File: config.mk
export PLATFORM = sky130hd
export DESIGN_NAME = name_render_sequencer
export DESIGN_NICKNAME = d
export VERILOG_FILES = /design/src/rtl/name_render_sequencer.sv
export SDC_FILE = /design/constraint.sdc
export NUM_CORES = 1
export LEC_CHECK = 0
export CAP_MARGIN = 20
export CORE_MARGIN = 5
export CORE_UTILIZATION = 57
export DETAILED_ROUTE_END_ITERATION = 8
export PLACE_DENSITY = 0.87
export SLEW_MARGIN = 5
export SYNTH_ARGS = -nofsm -noshare
export SYNTH_HDL_FRONTEND = slang
export SYNTH_SLANG_ARGS = --single-unit
File: constraint.sdc
create_clock -name system_clock -period 14.5 [get_ports system_clock]
set_clock_uncertainty 0.1 [all_clocks]
set_input_delay 2.9 -clock system_clock [delete_from_list [all_inputs] [get_ports system_clock]]
set_output_delay 2.9 -clock system_clock [all_outputs]
set_load 0.01 [all_outputs]
File: src/rtl/name_render_sequencer.sv
// rtl/name_render_sequencer.sv - sequences region clear and per-glyph draw requests for the captured name
`timescale 1ns/1ps
module name_render_sequencer #(
  parameter int MAX_NAME_LENGTH = 10,
  parameter int GLYPH_WIDTH     = 8,
  parameter int GLYPH_HEIGHT    = 16,
  parameter int SCREEN_WIDTH    = 240,
  parameter int ORIGIN_X        = 0,
  parameter int ORIGIN_Y        = 0,
  parameter int COORD_WIDTH     = 9
) (
  input  logic                         system_clock,
  input  logic                         system_reset,
  input  logic [8*MAX_NAME_LENGTH-1:0] name_buffer,
  input  logic [5:0]                   name_length,
  input  logic [1:0]                   font_size,
  input  logic                         name_ready,
  output logic                         clear_req,
  input  logic                         clear_ack,
  output logic                         char_req,
  input  logic                         char_ack,
  output logic [7:0]                   char_code,
  output logic [COORD_WIDTH-1:0]       char_x,
  output logic [COORD_WIDTH-1:0]       char_y,
  output logic [2:0]                   char_scale,
  output logic                         busy,
  output logic                         frame_done
);

  localparam int POS_W = COORD_WIDTH + 4;
  localparam int IDX_W = 6;

  if (GLYPH_WIDTH <= 0 || GLYPH_HEIGHT <= 0) begin : g_bad_glyph
    $error("name_render_sequencer: glyph dimensions must be positive");
  end

  typedef enum logic [2:0] {
    IDLE,
    CLEAR,
    CHAR,
    CHAR_NEXT,
    DONE
  } state_t;

  state_t                       state;
  logic                         pending;
  logic [8*MAX_NAME_LENGTH-1:0] snap_buffer;
  logic [IDX_W-1:0]             snap_length;
  logic [2:0]                   snap_scale;
  logic [IDX_W-1:0]             index;

  logic [IDX_W-1:0] clamped_length;
  logic [IDX_W-1:0] next_index;
  logic [POS_W-1:0] next_x;
  logic [POS_W-1:0] next_right;
  logic             next_fits;
  logic [7:0]       next_code;

  assign clamped_length = (name_length > IDX_W'(MAX_NAME_LENGTH)) ?
                          IDX_W'(MAX_NAME_LENGTH) : name_length;

  // Everything about the glyph that would be issued next: from CLEAR that is
  // glyph 0, from CHAR_NEXT it is the one after the current index.
  always_comb begin
    next_index = (state == CLEAR) ? '0 : index + IDX_W'(1);
    next_x     = POS_W'(ORIGIN_X) +
                 POS_W'(next_index) * POS_W'(GLYPH_WIDTH) * POS_W'(snap_scale);
    next_right = next_x + POS_W'(GLYPH_WIDTH) * POS_W'(snap_scale);
    next_fits  = (next_right <= POS_W'(SCREEN_WIDTH));
    next_code  = '0;
    for (int k = 0; k < MAX_NAME_LENGTH; k++) begin
      if (next_index == IDX_W'(k)) begin
        next_code = snap_buffer[8*k +: 8];
      end
    end
  end

  always_ff @(posedge system_clock or posedge system_reset) begin
    if (system_reset) begin
      state       <= IDLE;
      pending     <= 1'b0;
      snap_buffer <= '0;
      snap_length <= '0;
      snap_scale  <= '0;
      index       <= '0;
      clear_req   <= 1'b0;
      char_req    <= 1'b0;
      char_code   <= '0;
      char_x      <= '0;
      char_y      <= '0;
      char_scale  <= '0;
      busy        <= 1'b0;
      frame_done  <= 1'b0;
    end else begin
      frame_done <= 1'b0;
      case (state)
        IDLE: begin
          if (name_ready) begin
            snap_buffer <= name_buffer;
            snap_length <= clamped_length;
            snap_scale  <= {1'b0, font_size} + 3'd1;
            index       <= '0;
            clear_req   <= 1'b1;
            busy        <= 1'b1;
            state       <= CLEAR;
          end
        end

        CLEAR: begin
          if (name_ready) begin
            pending <= 1'b1;
          end
          if (clear_ack) begin
            clear_req <= 1'b0;
            index     <= '0;
            if (snap_length == '0 || !next_fits) begin
              frame_done <= 1'b1;
              state      <= DONE;
            end else begin
              char_req   <= 1'b1;
              char_code  <= next_code;
              char_x     <= next_x[COORD_WIDTH-1:0];
              char_y     <= COORD_WIDTH'(ORIGIN_Y);
              char_scale <= snap_scale;
              state      <= CHAR;
            end
          end
        end

        CHAR: begin
          if (name_ready) begin
            pending <= 1'b1;
          end
          if (char_ack) begin
            char_req <= 1'b0;
            state    <= CHAR_NEXT;
          end
        end

        CHAR_NEXT: begin
          if (name_ready) begin
            pending <= 1'b1;
          end
          index <= next_index;
          if (next_index == snap_length || !next_fits) begin
            frame_done <= 1'b1;
            state      <= DONE;
          end else begin
            char_req   <= 1'b1;
            char_code  <= next_code;
            char_x     <= next_x[COORD_WIDTH-1:0];
            char_y     <= COORD_WIDTH'(ORIGIN_Y);
            char_scale <= snap_scale;
            state      <= CHAR;
          end
        end

        DONE: begin
          // A request arriving in this very cycle is folded into the pending one.
          if (pending || name_ready) begin
            pending     <= 1'b0;
            snap_buffer <= name_buffer;
            snap_length <= clamped_length;
            snap_scale  <= {1'b0, font_size} + 3'd1;
            index       <= '0;
            clear_req   <= 1'b1;
            state       <= CLEAR;
          end else begin
            busy  <= 1'b0;
            state <= IDLE;
          end
        end

        default: begin
          state <= IDLE;
        end
      endcase
    end
  end

endmodule

==> Word level (Yosys, flattened, before mapping) <==
Cells that the tools add are included.
{ "op_classes": {"addsub": 3, "n_mul": 1, "magnitude_cmp": 2, "eq_ne": 22, "n_mux": 65, "reduce_logical": 22} }
{ "op_table": {"columns": ["operator", "count"], "rows": [
  ["80-bit 2-to-1 mux", 2],
  ["80-bit case mux with 2 select lines", 1],
  ["8-bit 2-to-1 mux", 13],
  ["9-bit 2-to-1 mux", 6],
  ["6-bit 2-to-1 mux", 7],
  ["9-bit case mux with 2 select lines", 2],
  ["3-bit 2-to-1 mux", 10],
  ["6-bit by 3-bit == test with 1-bit output, second input constant", 4],
  ["6-bit case mux with 4 select lines", 1],
  ["8-bit case mux with 2 select lines", 1],
  ["3-bit case mux with 5 select lines", 1],
  ["2-bit inequality test, second input constant", 7],
  ["12-bit by 6-bit adder with 13-bit output", 1],
  ["13-bit by 8-bit less-or-equal comparator with 1-bit output, second input constant", 1],
  ["1-bit 2-to-1 mux", 13],
  ["6-bit by 2-bit == test with 1-bit output, second input constant", 2],
  ["6-bit by 4-bit == test with 1-bit output, second input constant", 2],
  ["6-bit zero test", 2],
  ["3-bit case mux with 2 select lines", 2],
  ["6-bit case mux with 2 select lines", 1],
  ["3-bit AND reduction", 4],
  ["4-bit AND reduction", 3],
  ["6-bit by 3-bit multiplier with 9-bit output", 1],
  ["6-bit by 1-bit adder with 6-bit output, second input constant", 1],
  ["18 further kinds", 27]
]} }
{ "word_totals": {"reg_bits": 132, "out_inout_bits": 33, "elab_cells": 129} }

==> Depth between registers and ports, before layout <==
Gate-level depths: netlist of run 1.
{ "depth": {"ltp_word": 16, "mapped_depth": 17, "ltp_nobuf": 15} }

==> Worst setup path before layout of run 1 <==
Ideal clock, no wire load.
{ "synth_timing": {"kind": "flip-flop to flip-flop", "from": "register index[1]", "to": "register char_code[1]", "setup_time_ns": 0.125, "arrival_time_ns": 4.597, "required_time_ns": 14.275, "slack_ns": 9.678, "stages_incl_launch_ff": 18, "path_buffers": 4, "period_less_slack_ns": 4.822, "cell_sequence": "dfrtp_1 > ha_1 > buf_2 > clkbuf_1 > clkbuf_1 > nand3_1 > fa_1 > inv_1 > ha_1 > ha_1 > nand4b_4 > o21ai_2 > nor4b_1 > mux2i_1 > a221o_1 > nor3_4 > buf_12 > mux2_4"} }
{ "synth_lines": {"columns": ["item", "line", "source"], "rows": [
  ["start, declared", "50", "logic [IDX_W-1:0] index;"],
  ["start signal, assigned", "144", "index <= next_index;"],
  ["6-bit by 1-bit adder with 6-bit output *", "65", "next_index = (state == CLEAR) ? '0 : index + IDX_W'(1);"],
  ["6-bit 2-to-1 mux *", "65", null],
  ["6-bit by 3-bit multiplier with 9-bit output *", "67", "POS_W'(next_index) * POS_W'(GLYPH_WIDTH) * POS_W'(snap_scale);"],
  ["net next_x[5]", "54", "logic [POS_W-1:0] next_x;"],
  ["12-bit by 6-bit adder with 13-bit output *", "68", "next_right = next_x + POS_W'(GLYPH_WIDTH) * POS_W'(snap_scale);"],
  ["13-bit by 8-bit less-or-equal comparator with 1-bit output *", "69", "next_fits = (next_right <= POS_W'(SCREEN_WIDTH));"],
  ["1-bit zero test *", "116, 145", null],
  ["1-bit logical OR, on equally long branches", "145, 116", null],
  ["2-bit inequality test (no line)", null, null],
  ["4-bit AND reduction (no line) *", null, null],
  ["end signal, assigned", "121", "char_code <= next_code;"],
  ["end signal, assigned", "150", "char_code <= next_code;"],
  ["end, declared", "22", "output logic [7:0] char_code,"]
]} }
Mark *: on every way through the listed nets, which the timed path passes. The rest lies on a longest branch. The select of a mux whose other input is x is not followed.
A chain may end at the register's enable or synchronous reset.

==> Worst setup path after layout of run 1 <==
{ "layout_timing": {"from": "register index[0]", "to": "register char_code[6]"} }
{ "layout_between": {"elab_chain_len": 16} }
{ "layout_lines": {"columns": ["item", "line"], "rows": [
  ["6-bit by 1-bit adder with 6-bit output *", "65"],
  ["6-bit 2-to-1 mux *", "65"],
  ["parallel branches: the longest is 14 deep, another holds 12-bit by 6-bit adder with 13-bit output", null]
]} }
Mark *: on every way between the ends. The select of a mux whose other input is x is not followed.

==> flow_metrics.tcl, run 1 <==
set metrics [dict create \
    postRouteAntennaNets 0 \
    fin_nets 805 \
    critPathLaunchType "flop" \
    setup_tns_ns 0 \
    power_frac_clock_pct 22.3 \
    seqCellArea_sq_um 3000 \
    ys.warnings.count 0 \
    synth-xor-area-share_pct 1.75 \
    cp_data_required_time_ns 14.71 \
    antenna_cells 0 \
    cts_setup_buffers 0 \
    wl_per_cell_um 20.2 \
    final_common_cell "dfrtp_1" \
    ys_seq_area_share_pct 46.3 \
    cts_tree "yes" \
    max_freq_mhz 161 \
    async_flop_share_pct 100 \
    p_seq_share_pct 32.8 \
    synth_edf_count 0 \
    dr.pass1.iters 8 \
    drt_wl_total_um 17100 \
    cts.reportedPaths.clkPinSlew_ns 0.06 \
    min_period_ns 6.22 \
    grt_pass1_vias 5486 \
    rsz0062_at_grt "false" \
    final_cell_mix "dfrtp_1, clkdlybuf4s50_1, mux2_2, nand2_1, nor2_1" \
    cts.sinks 120 \
    synthCells 588 \
    post-route-drc-count 0 \
    drtIter0Drc 545 \
    grt_use_total_pct 26.2 \
    die-area_sq_um 13600 \
    power_leakage_nw 3.51 \
    holdBufCountCts 0 \
    final_util_pct 73.6 \
    cp.arrival_ns 6.42 \
    highest_layer "met4" \
    multiInputGateArea_sq_um 3210 \
    period_share_pct 42.9 \
    cts_made_buffers 17 \
    boundaryPins 126 \
    p_per_area_nw_per_um2 233 \
    place_congestion 0.895 \
    synth_adder_area_share_pct 4.17 \
    max_cap_violations 0 \
    grt_overflow 0 \
    finalHoldViolCount 0 \
    synthMuxAreaShare_pct 18.6 \
    cts_resized 0 \
    fin_ws_ns 8.28 \
    min_path_type "reg2reg" \
    drive_gt1_share_pct 21.5 \
    end_kind "flop" \
    critPathKind "reg2reg" \
    ys_ff_latch 120 \
    combPwrFrac_pct 44.9 \
    power.internal_w 0.00120 \
    wl_met1_um 6770 \
    die_h_um 117 \
    row_count 39 \
    port_buffers 113 \
    pre_cts_slack_ns 8.53 \
    antenna_found_initial 0 \
    viasPerCell 6.16 \
    h-tree-depth 4 \
    drv_slew 0 \
    synthSimpleGateAreaFrac_pct 12.1 \
    area_delta_synth_final_pct 27.9 \
    dr_wl_met2_um 8520 \
    nFillCells 720 \
    status "completed" \
    setup_viol 0 \
    via_count 5239 \
    ys_types 73 \
    initial_core_util_pct 57.6 \
    avgSynthCellArea_sq_um 11.0 \
    tightest_slew_ns 1.10 \
    crit_fanout 29 \
    grt_pass1_wl_um 27400 \
    synth_top_family_by_area "multiplexers" \
    grt_max_degree 99 \
    slew_headroom_pct 26.7 \
    clk_path_buf_depth 2 \
    p_sw_share_pct 38.0 \
    wl_met3_um 1310 \
    synth_compound_area_share_pct 12.2 \
    dpl.hpwl_um 11700 \
    p_sw_w 0.000734 \
    cts_root_buf "clkbuf_16" \
    core-area_sq_um 11300 \
    max-vdd-ir-drop_mv 0.138 \
    synth-main-ff-cell "dfrtp_1" \
    die_x_um 117 \
    clk-insertion-delay-late_ns 0.42 \
    stdcell_count 850 \
    place_inst 816 \
    synthesis.area_sq_um 6490 \
]
==> power groups by stage <==
stage | registers, W | logic [W] | clock network, W
3_3_place_gp | 0.000618 | 0.000799 | 0
6_report | 0.000632 | 0.000867 | 0.000430
3_5_place_dp | 0.000626 | 0.000830 | 0
4_1_cts | 0.000627 | 0.000848 | 0.000432
5_1_grt | 0.000648 | 0.000937 | 0.000450
2_1_floorplan | 0.000573 | 0.000633 | 0
==> final timing paths <==
| check | from | end | slack, ns | cells after the start |
|---|---|---|---|---|
| min in group asynchronous | system_reset | snap_buffer[9] | 2.76 | 2 |
| worst min-delay path | snap_buffer[13] | snap_buffer[13] | 0.41 | 1 |
| worst max-delay path | index[0] | char_code[6] | 8.28 | 15 |
| worst max register to register | index[0] | char_code[6] | 8.28 | 15 |
| worst min register to register | snap_buffer[13] | snap_buffer[13] | 0.41 | 1 |
| max in group asynchronous | system_reset | char_x[6] | 10.51 | 4 |
==> area by class of cell <==
cell class                      count  share of cell area (%)
Tap cell                          143                    2.16
Timing Repair Buffer              118                    14.6
Clock buffer                       18                    5.17
Clock inverter                     14                    2.13
Sequential cell                   120                    36.2
Multi-Input combinational cell    414                    38.7
Inverter                           23                    1.07
==> logic make-up (layout without fill, tap and decap cells) <==
| family | count (synthesis) | in the layout |
|---|---|---|
| AND/OR/NAND/NOR | 155 | 155 |
| other | 1 | 12 |
| flip-flops | 120 | 120 |
| AO/OA/AOI/OAI | 114 | 114 |
| adder cells (fa/ha/maj) | 18 | 18 |
| multiplexers | 105 | 105 |
| XOR/XNOR | 10 | 10 |
| buffers and inverters | 65 | 173 |
==> worst max-delay path: stages (launching register included) <==
cell	delay (ns)
dfrtp_1	0.91
ha_1	0.47
xnor2_1	0.20
nor2_1	0.45
nand2_1	0.14
fa_1	0.50
inv_1	0.04
ha_1	0.22
fa_1	0.42
xor2_1	0.27
nand2_1	0.12
nor4b_1	0.33
mux2i_1	0.14
a221o_1	0.49
nor3_4	0.88
mux2_2	0.42
==> synthesized netlist by cell type (5+ instances only) <==
library cell    n  area (sq um)
a21oi_1        18          90.1
buf_2           9          45.0
buf_4          13          97.6
clkbuf_1       17          63.8
dfrtp_1       120          3000
fa_1            6           120
ha_1           12           150
inv_1          22          82.6
mux2_2         92          1040
mux2_4          8           120
mux2i_1         5          50.1
nand2_1        47           176
nand3_1        17          85.1
nor2_1         36           135
nor2b_1         9          56.3
nor3_1         14          70.1
o21ai_0        30           150
o22ai_1         9          56.3
o31ai_1         8          60.1
or3_1           5          31.3
xnor2_1         5          43.8
==> sequential cells by signal (all words and copies together) (netlist names), 3 cells and up <==
register / count
char_code: 8
char_x: 6
index: 6
snap_buffer: 80
snap_scale: 3
snap_length: 6
state: 3
char_scale: 3
==> layer usage <==
| metal | GRT usage [%] | vias to the layer above |
|---|---|---|
| li1 | - | 2324 |
| met1 | 32.5 | 2568 |
| met2 | 43.1 | 290 |
| met3 | 7.77 | 57 |
| met4 | 10.5 | 0 |
| met5 | 0 | - |
==> per-stage QoR <==
stage | hold slack, ns | power [W] | area, sq um
floorplan | 0.374 | 0.00121 | 6530
global placement | 0.389 | 0.00142 | 7640
detailed placement | 0.392 | 0.00146 | 7640
CTS | 0.408 | 0.00191 | 8240
global route | 0.416 | 0.00203 | 8300
finish | 0.406 | 0.00193 | 8300
Note: power is estimated with default switching activity, not from simulation.
==> run 2: changes to the inputs <==
- CORE_UTILIZATION: 57 -> 47
- PLACE_DENSITY: 0.87 -> 0.76
- clock period: 14.5 -> 5.7 ns (I/O delays scaled with it)
==> run 2 against run 1 <==
Effect of this change: die area rose by 19%; core utilization decreased by 13 points; worst setup slack got worse by 8.0 ns; highest routed layer unchanged; combinational power rose to 2.5 times the previous value.
==> flow_metrics.tcl, run 2 (same netlist as run 1, synthesis figures left out) <==
set metrics [dict create \
    status "completed" \
    cp_data_required_time_ns 5.90 \
    end_kind "flop" \
    grt_overflow 0 \
    max_cap_violations 0 \
    die_x_um 128 \
    stdcell_count 888 \
    setup_tns_ns 0 \
    crit_chain "nor3b_2 > nor2_1 > nand2_1 > fa_1 > inv_1 > ha_1 > fa_1 > xor2_1 > nand2_1 > nor4b_1 > mux2i_1 > a221o_1 > nor3_4 > buf_4 > mux2_2" \
    holdBufCountCts 0 \
    cts.reportedPaths.clkPinSlew_ns 0.05 \
    r2r_end "char_code[6]" \
    grt_use_total_pct 20.9 \
    period_share_pct 94.8 \
    grt_pass1_vias 5346 \
    via_count 5041 \
    fin_ws_ns 0.294 \
    r2r_start "state[0]" \
    drt_wl_total_um 16500 \
    setup_viol 0 \
    viasPerCell 5.68 \
    antenna_found_initial 0 \
    initial_core_util_pct 47.3 \
    post-route-drc-count 0 \
    min_path_type "reg2reg" \
    ff2ff_setup_slack_ns 0.29 \
    crit_buf_inv 2 \
    cts_tree "yes" \
    dr.pass1.iters 6 \
    hold_path_end "char_req" \
    place_inst 857 \
    grt_max_degree 81 \
    dpl.hpwl_um 12100 \
    critPathLaunchType "flop" \
    largest_reg_flops 80 \
    finalPower_w 0.00485 \
    hp-start "char_req" \
    drive_gt1_share_pct 21.6 \
    antenna_cells 0 \
    die-area_sq_um 16300 \
    cp.arrival_ns 5.61 \
    pre_cts_slack_ns 0.308 \
    reg2reg_depth 15 \
    final_cell_mix "dfrtp_1, clkdlybuf4s50_1, mux2_2, nand2_1, nor2_1" \
    critPathKind "reg2reg" \
    slowest_delay_ns 0.76 \
    h-tree-depth 4 \
    power_leakage_nw 3.53 \
    core-area_sq_um 13700 \
    rsz0062_at_grt "false" \
    drv_slew 0 \
    cts_made_buffers 17 \
    area_delta_synth_final_pct 28.5 \
    cts_setup_buffers 0 \
    clk_path_buf_depth 2 \
    port_buffers 113 \
    postRouteAntennaNets 0 \
    top_regs "snap_buffer (80), char_code (8)" \
    holdPathStages 2 \
    max_freq_mhz 185 \
    max-vdd-ir-drop_mv 0.245 \
    drtIter0Drc 239 \
    whs_ns 0.387 \
    cts.sinks 120 \
    cpLargestDelayFamily "simple AND/OR/NAND/NOR gates" \
    boundaryPins 126 \
    fin_nets 808 \
    min_period_ns 5.41 \
    crit_fanout 17 \
    wl_per_cell_um 18.5 \
    finalHoldViolCount 0 \
    top_register "snap_buffer" \
    p_per_area_nw_per_um2 582 \
    tightest_slew_ns 0.998 \
    cts_resized 0 \
    die_h_um 128 \
    cts_root_buf "clkbuf_16" \
    slew_headroom_pct 33.2 \
    grt_pass1_wl_um 26800 \
    row_count 43 \
    critPathSlowestCell "nor2_1" \
    clk-insertion-delay-late_ns 0.42 \
    final_common_cell "dfrtp_1" \
    place_congestion 0.850 \
]
-- run 2: per-stage QoR --
step,area [sq um],util (%)
global placement,7710,56.2
CTS,8320,60.6
detailed placement,7710,56.2
global route,8340,60.8
finish,8340,60.8
floorplan,6530,-
-- run 2: final cells by class --
class	count	area (sq um)
Clock buffer	22	484
Clock inverter	8	120
Fill cell	1125	5380
Inverter	23	88.8
Multi-Input combinational cell	414	3210
Sequential cell	120	3000
Tap cell	180	225
Timing Repair Buffer	121	1200
-- run 2: worst max-delay path by stage --
stage / start / endpoint / slack (ns) / depth (start not counted)
finish: state[0] / char_code[6] / 0.29 / 15
detailed placement: state[0] / char_code[0] / 0.31 / 15
CTS: state[0] / char_code[6] / 0.31 / 15
global route: index[0] / char_code[6] / 0.006 / 16
global placement: state[0] / char_code[6] / 0.61 / 15
floorplan: index[1] / char_code[1] / 0.88 / 17
-- run 2: power by group --
part	total [W]	leakage (nW)	internal [W]	switching, W
Combinational	0.00219	1.79	0.00110	0.00109
Sequential	0.00157	1.44	0.00126	0.000309
Clock	0.00109	0.294	0.000725	0.000367
Total	0.00485	3.53	0.00308	0.00177
-- run 2: tightest hold or removal path: stages, from the launching register on --
cell and delay (ns):
dfrtp_1 0.35, nand2_1 0.05, o31ai_1 0.05
-- run 2: routing by layer --
layer,vias up,track usage (%),part of all wire [%]
met3,41,5.18,5.6
met4,0,10.4,3.2
met2,174,34.2,49
met5,-,0,0
met1,2496,25.8,42
li1,2330,-,-
